`config.mk`:
```
export PLATFORM = sky130hd
export DESIGN_NAME = branch_resolve_unit
export DESIGN_NICKNAME = d
export VERILOG_FILES = /design/src/rtl/branch_resolve_unit.sv
export SDC_FILE = /design/constraint.sdc
export NUM_CORES = 1
export LEC_CHECK = 0
export ABC_CLOCK_PERIOD_IN_PS = 6600
export CAP_MARGIN = 20
export CORE_MARGIN = 2
export CORE_UTILIZATION = 43
export CTS_BUF_LIST = sky130_fd_sc_hd__clkbuf_8 sky130_fd_sc_hd__clkbuf_16
export DETAILED_ROUTE_END_ITERATION = 16
export GPL_TIMING_DRIVEN = 0
export MAX_ROUTING_LAYER = met4
export PLACE_DENSITY = 0.67
export SETUP_SLACK_MARGIN = 0.3
export SYNTH_ARGS = -nofsm -noshare
export SYNTH_HDL_FRONTEND = slang
export SYNTH_SLANG_ARGS = --single-unit
```
`constraint.sdc`:
```
create_clock -name clk -period 6.6 [get_ports clk]
set_clock_uncertainty 0.1 [all_clocks]
set_input_delay 1.98 -clock clk [delete_from_list [all_inputs] [get_ports clk]]
set_output_delay 1.98 -clock clk [all_outputs]
set_load 0.005 [all_outputs]
```
`src/rtl/branch_resolve_unit.sv`:
```
// Branch resolution at the end of EX: classifies each prediction,
// queues predictor training updates and requests fetch redirects.
module branch_resolve_unit #(
    parameter int UPD_DEPTH = 4,
    parameter int CNT_WIDTH = 32
) (
    input  logic                 clk,
    input  logic                 rst,

    input  logic                 ex_valid,
    output logic                 ex_ready,
    input  logic [31:0]          ex_pc,
    input  logic [1:0]           ex_btype,
    input  logic                 ex_pred_taken,
    input  logic [31:0]          ex_pred_pc,
    input  logic                 ex_taken,
    input  logic [31:0]          ex_target,

    output logic                 upd_valid,
    input  logic                 upd_ready,
    output logic [31:0]          fact_pc,
    output logic [31:0]          fact_tpc,
    output logic                 fact_taken,
    output logic                 predict_dir_fail,
    output logic                 predict_add_fail,

    output logic                 redir_valid,
    output logic [31:0]          redir_pc,
    input  logic                 redir_ready,

    output logic [CNT_WIDTH-1:0] cnt_branch,
    output logic [CNT_WIDTH-1:0] cnt_dir_fail,
    output logic [CNT_WIDTH-1:0] cnt_add_fail
);

    localparam int PW = $clog2(UPD_DEPTH);
    localparam logic [PW:0] FULL_CNT = (PW+1)'(UPD_DEPTH);

    typedef enum logic {
        S_IDLE,
        S_REDIR
    } state_t;

    typedef struct packed {
        logic [31:0] pc;
        logic [31:0] tpc;
        logic        taken;
        logic        dir_fail;
        logic        add_fail;
    } upd_ent_t;

    state_t         r_state;
    logic [31:0]    r_redir_pc;
    logic           r_redir_valid;

    upd_ent_t       r_mem [UPD_DEPTH];
    logic [PW-1:0]  r_wptr;
    logic [PW-1:0]  r_rptr;
    logic [PW:0]    r_count;

    logic [CNT_WIDTH-1:0] r_cnt_branch;
    logic [CNT_WIDTH-1:0] r_cnt_dir_fail;
    logic [CNT_WIDTH-1:0] r_cnt_add_fail;

    logic           w_full;
    logic           w_accept;
    logic           w_is_branch;
    logic           w_taken_eff;
    logic [31:0]    w_fall;
    logic [31:0]    w_actual;
    logic           w_dir_fail;
    logic           w_add_fail;
    logic           w_mispredict;
    logic           w_enq;
    logic           w_deq;
    upd_ent_t       w_new_ent;
    upd_ent_t       w_head;

    // Resolution: effective direction, next PC and failure classification
    always_comb begin
        w_full       = (r_count == FULL_CNT);
        ex_ready     = !w_full && (r_state == S_IDLE);
        w_accept     = ex_valid && ex_ready;
        w_is_branch  = (ex_btype != 2'b00);
        w_taken_eff  = w_is_branch && ex_taken;
        w_fall       = ex_pc[2] ? (ex_pc + 32'd4) : (ex_pc + 32'd8);
        w_actual     = w_taken_eff ? ex_target : w_fall;
        w_dir_fail   = (ex_pred_taken != w_taken_eff);
        w_add_fail   = w_taken_eff && ex_pred_taken
                       && (ex_pred_pc != ex_target);
        w_mispredict = w_dir_fail || w_add_fail;
        w_enq        = w_accept && (w_is_branch || ex_pred_taken);
        w_deq        = upd_valid && upd_ready;

        w_new_ent.pc       = ex_pc;
        w_new_ent.tpc      = ex_target;
        w_new_ent.taken    = w_taken_eff;
        w_new_ent.dir_fail = w_dir_fail;
        w_new_ent.add_fail = w_add_fail;
    end

    // Update FIFO storage; data needs no reset, validity comes from r_count
    always_ff @(posedge clk) begin
        if (w_enq) begin
            r_mem[r_wptr] <= w_new_ent;
        end
    end

    // Update FIFO pointers and occupancy
    always_ff @(posedge clk or posedge rst) begin
        if (rst) begin
            r_wptr  <= '0;
            r_rptr  <= '0;
            r_count <= '0;
        end else begin
            if (w_enq) begin
                r_wptr <= r_wptr + PW'(1);
            end
            if (w_deq) begin
                r_rptr <= r_rptr + PW'(1);
            end
            case ({w_enq, w_deq})
                2'b10:   r_count <= r_count + (PW+1)'(1);
                2'b01:   r_count <= r_count - (PW+1)'(1);
                default: r_count <= r_count;
            endcase
        end
    end

    assign w_head           = r_mem[r_rptr];
    assign upd_valid        = (r_count != '0);
    assign fact_pc          = w_head.pc;
    assign fact_tpc         = w_head.tpc;
    assign fact_taken       = w_head.taken;
    assign predict_dir_fail = w_head.dir_fail;
    assign predict_add_fail = w_head.add_fail;

    // Redirect FSM: hold the corrected PC until fetch takes it
    always_ff @(posedge clk or posedge rst) begin
        if (rst) begin
            r_state       <= S_IDLE;
            r_redir_valid <= 1'b0;
            r_redir_pc    <= '0;
        end else begin
            case (r_state)
                S_IDLE: begin
                    if (w_accept && w_mispredict) begin
                        r_state       <= S_REDIR;
                        r_redir_valid <= 1'b1;
                        r_redir_pc    <= w_actual;
                    end
                end
                S_REDIR: begin
                    if (redir_ready) begin
                        r_state       <= S_IDLE;
                        r_redir_valid <= 1'b0;
                    end
                end
                default: begin
                    r_state       <= S_IDLE;
                    r_redir_valid <= 1'b0;
                end
            endcase
        end
    end

    assign redir_valid = r_redir_valid;
    assign redir_pc    = r_redir_pc;

    // Statistics counters, free-running with wrap-around
    always_ff @(posedge clk or posedge rst) begin
        if (rst) begin
            r_cnt_branch   <= '0;
            r_cnt_dir_fail <= '0;
            r_cnt_add_fail <= '0;
        end else if (w_accept) begin
            if (w_is_branch) begin
                r_cnt_branch <= r_cnt_branch + CNT_WIDTH'(1);
            end
            if (w_dir_fail) begin
                r_cnt_dir_fail <= r_cnt_dir_fail + CNT_WIDTH'(1);
            end
            if (w_add_fail) begin
                r_cnt_add_fail <= r_cnt_add_fail + CNT_WIDTH'(1);
            end
        end
    end

    assign cnt_branch   = r_cnt_branch;
    assign cnt_dir_fail = r_cnt_dir_fail;
    assign cnt_add_fail = r_cnt_add_fail;

endmodule

```
==> summary.txt <==
Outcome
  • Status: completed

Power
  • Pwr/cell area: 372 mW/mm^2
  • Leakage: 8.20 nW
  • Max VDD drop: 0.000182 V
  • Power Total: 0.00823 W

Clock tree
  • Clock sink count: 405
  • Post-cts resize count: 0
  • H-Tree Depth: 2
  • Reg clk slew, reported paths: 50 ps
  • Clock Tree Buf Depth: 3
  • Clk_lat worst skew: 570 ps
  • Clock root buffer master: clkbuf_16
  • CTS Buf Count: 44
  • Hold_buf cts: 0
  • CTS tree: built
  • Post-CTS Setup Bufs: 0

Worst setup path
  • Max stage delay on crit path: 620 ps
  • Startpoint Class: primary input
  • Crit path from: ex_btype[1]
  • Cell Chain, Critical Path: clkdlybuf4s50_1 -> o21ai_0 -> inv_2 -> clkbuf_1 -> ha_1 -> inv_1 -> nor3_1 -> nand3_1 -> nor2_2 -> nand3_1 -> xnor2_1
  • FF-to-FF End: redir_pc[7]$_DFFE_PP0P_
  • CP Data Required Time: 6940 ps
  • Arrival time at the worst endpoint: 5940 ps
  • CP delay by family, top: simple AND/OR/NAND/NOR gates
  • Buf/Inv on CP: 4
  • Worst r2r src: r_count[0]$_DFFE_PP0P_
  • Setup CP Type: in2reg
  • CP endpoint kind: register
  • R2r setup slk: 3710 ps
  • Critical Path Slowest Stage Cell: nor3_1
  • CP dominant cell by count: nand3_1
  • Worst R2R Path Depth: 8
  • Maximum fanout along the worst path: 14

Layout
  • Area Growth Syn to Fin: 31.1%
  • Multi-input logic area: 0.00519 sq mm
  • FF/Latch Area: 0.0115 sq mm
  • Fillers: 3116
  • Most frequent cells in the layout: 302 x clkdlybuf4s50_1, 268 x edfxtp_1, 137 x dfrtp_1, 90 x xor2_1, 85 x nand2_1
  • Final Util: 0.571
  • Most common cell after layout, fill and taps aside: clkdlybuf4s50_1
  • Share of layout cells above drive strength 1: 0.127
  • Nets: 1545

Synthesis
  • Synth Area per Inst: 15.7 sq um
  • Synthesized cell area: 0.0169 sq mm
  • Seq/Total Area, Yosys: 0.680
  • Post-synth EDFFs: 268
  • Register bit count reported by yosys: 405
  • Synth warn: 0
  • Synth Flop Type: edfxtp_1
  • Syn Nets: 1191
  • Async SR Flop Fraction: 0.338
  • Synth unique cells: 45
  • Syn Inst Count: 1075

GRT
  • Gr usage total: 0.228
  • Vias in the first global route: 10850
  • Largest net degree at the start of global routing: 76
  • First-pass GRT wire length: 67.6 mm
  • GR Overflow Total: 0
  • Initial antenna violation count: 2

STA
  • Max-slew violation count: 0
  • Final worst slack: 1010 ps
  • Final hold viol count: 0
  • Max Fclk: 179 MHz
  • Max-slew headroom: 0.349
  • RSZ-0062 raised after global routing: no
  • TNS Setup: 0 ps
  • Least-Margin Pin Slew: 976 ps
  • Setup violators final: 0
  • Final hold slack: 367 ps
  • Min Tclk post-route: 5590 ps
  • Period utilisation layout: 0.848

Drt
  • WL final: 44.8 mm
  • Via/cell ratio: 5.31
  • DRT Pass-1 Iters: 5
  • Wire per inst: 22.6 microns
  • DR DRC count: 0
  • First DRT Iteration DRCs: 612
  • Routed vias: 10537
  • Antenna-violating nets left: 0

Floorplanning
  • Die Y: 202 microns
  • Die W: 202 microns
  • Core Footprint: 0.0387 sq mm
  • Die ar.: 0.0409 sq mm
  • Rows: 72
  • # IOs: 303
  • Starting Density: 0.436

Placed design
  • Port buffer count: 302
  • GP Congestion: 0.829
  • Worst slack at placement: 299 ps
  • Post-DP HPWL: 30.8 mm

Worst hold path
  • Hold Crit Depth: 1
  • Min-delay src: cnt_dir_fail[31]$_DFFE_PP0P_
  • Hold WC Path Type: reg2reg
  • Hold path endpoint: cnt_dir_fail[31]$_DFFE_PP0P_

Flow run
  • MaxCap Viol Count: 0
cells in the mapped netlist (2+ instances only):
cell	instances	area, sq um
a21oi_1	12	60.1
and2_1	10	62.6
and3_1	19	119
and4_1	10	87.6
buf_1	7	26.3
buf_2	9	45.0
clkbuf_1	21	78.8
dfrtp_1	137	3430
edfxtp_1	268	8050
ha_1	10	125
inv_1	17	63.8
mux2_2	22	248
mux2i_1	2	20.0
mux4_2	67	1510
nand2_1	85	319
nand3_1	40	200
nand4_1	42	263
nor2_1	50	188
nor2_2	2	12.5
nor3_1	20	100
nor3_2	2	20.0
nor4_1	14	87.6
nor4_4	2	42.5
o21ai_0	15	75.1
o22ai_1	10	62.6
o32ai_1	3	26.3
or2_2	2	12.5
or3_1	5	31.3
xnor2_1	67	587
xor2_1	90	788
how the worst max path moves through the flow:
stage                     depth (start not counted)                      endpoint  slack, ps
final                                            11  cnt_dir_fail[28]$_DFFE_PP0P_       1010
after global routing                             11  cnt_dir_fail[28]$_DFFE_PP0P_        550
after CTS                                        11  cnt_dir_fail[28]$_DFFE_PP0P_        910
after detailed placement                         11  cnt_dir_fail[28]$_DFFE_PP0P_        300
after global placement                            2      redir_pc[22]$_DFFE_PP0P_      -1520
after floorplan                                   1   cnt_add_fail[0]$_DFFE_PP0P_        850
final cells by class:
cell class	instances	area share
clock buffers	49	0.0534
multi-input cells	614	0.235
diodes	2	0.000226
clock inverters	33	0.0101
inverters	18	0.00328
plain buffers	38	0.00729
flip-flops and latches	405	0.518
repair buffers	308	0.143
well taps	518	0.0293
power by group:
group          internal, W  switching, W  total (W)
clock network      0.00140      0.000988    0.00238
registers          0.00316      0.000198    0.00335
logic              0.00138       0.00111    0.00250
kinds of logic (layout without fill, tap and decap cells):
logic type,count (synthesis),after routing,synth area share
and+or+nand+nor,311,311,0.0963
DFF,405,405,0.680
AOI/OAI and AO/OA,44,44,0.0153
adders and majority gates,11,11,0.00860
buffers and inverters,56,446,0.0136
other,0,2,0
xor gates and xnor gates,157,157,0.0814
muxes,91,91,0.105
flip-flops by register name, indices dropped and copies added, names as in the netlist:
| register | flops |
|---|---|
| cnt_add_fail | 32 |
| cnt_branch | 32 |
| cnt_dir_fail | 32 |
| r_count | 3 |
| r_mem | 268 |
| r_rptr | 2 |
| r_state | 1 |
| r_wptr | 2 |
| redir_pc | 32 |
| redir_valid | 1 |
worst register-to-register path, stage by stage (launching register included):
cell and delay (ps):
dfrtp_1 420, nor3b_2 390, nor2_1 190, and2_1 200
clkbuf_1 210, o21a_1 220, nor2_1 530, buf_2 390
o22ai_1 120
through the flow:
step	instance area (sq um)	instances
2_1_floorplan	16900	1075
3_3_place_gp	20600	1895
3_5_place_dp	20700	1901
4_1_cts	22100	1983
5_1_grt	22100	1985
6_report	22100	1985
routing by layer:
layer / vias up / wire (microns) / track usage / share of wire
li1: 4760 / - / - / -
met1: 5311 / 18600 / 0.301 / 0.42
met2: 399 / 21500 / 0.356 / 0.48
met3: 67 / 3640 / 0.0542 / 0.081
met4: 0 / 1070 / 0.0641 / 0.024
met5: - / 0 / - / 0
Note: power is estimated with default switching activity, not from simulation.
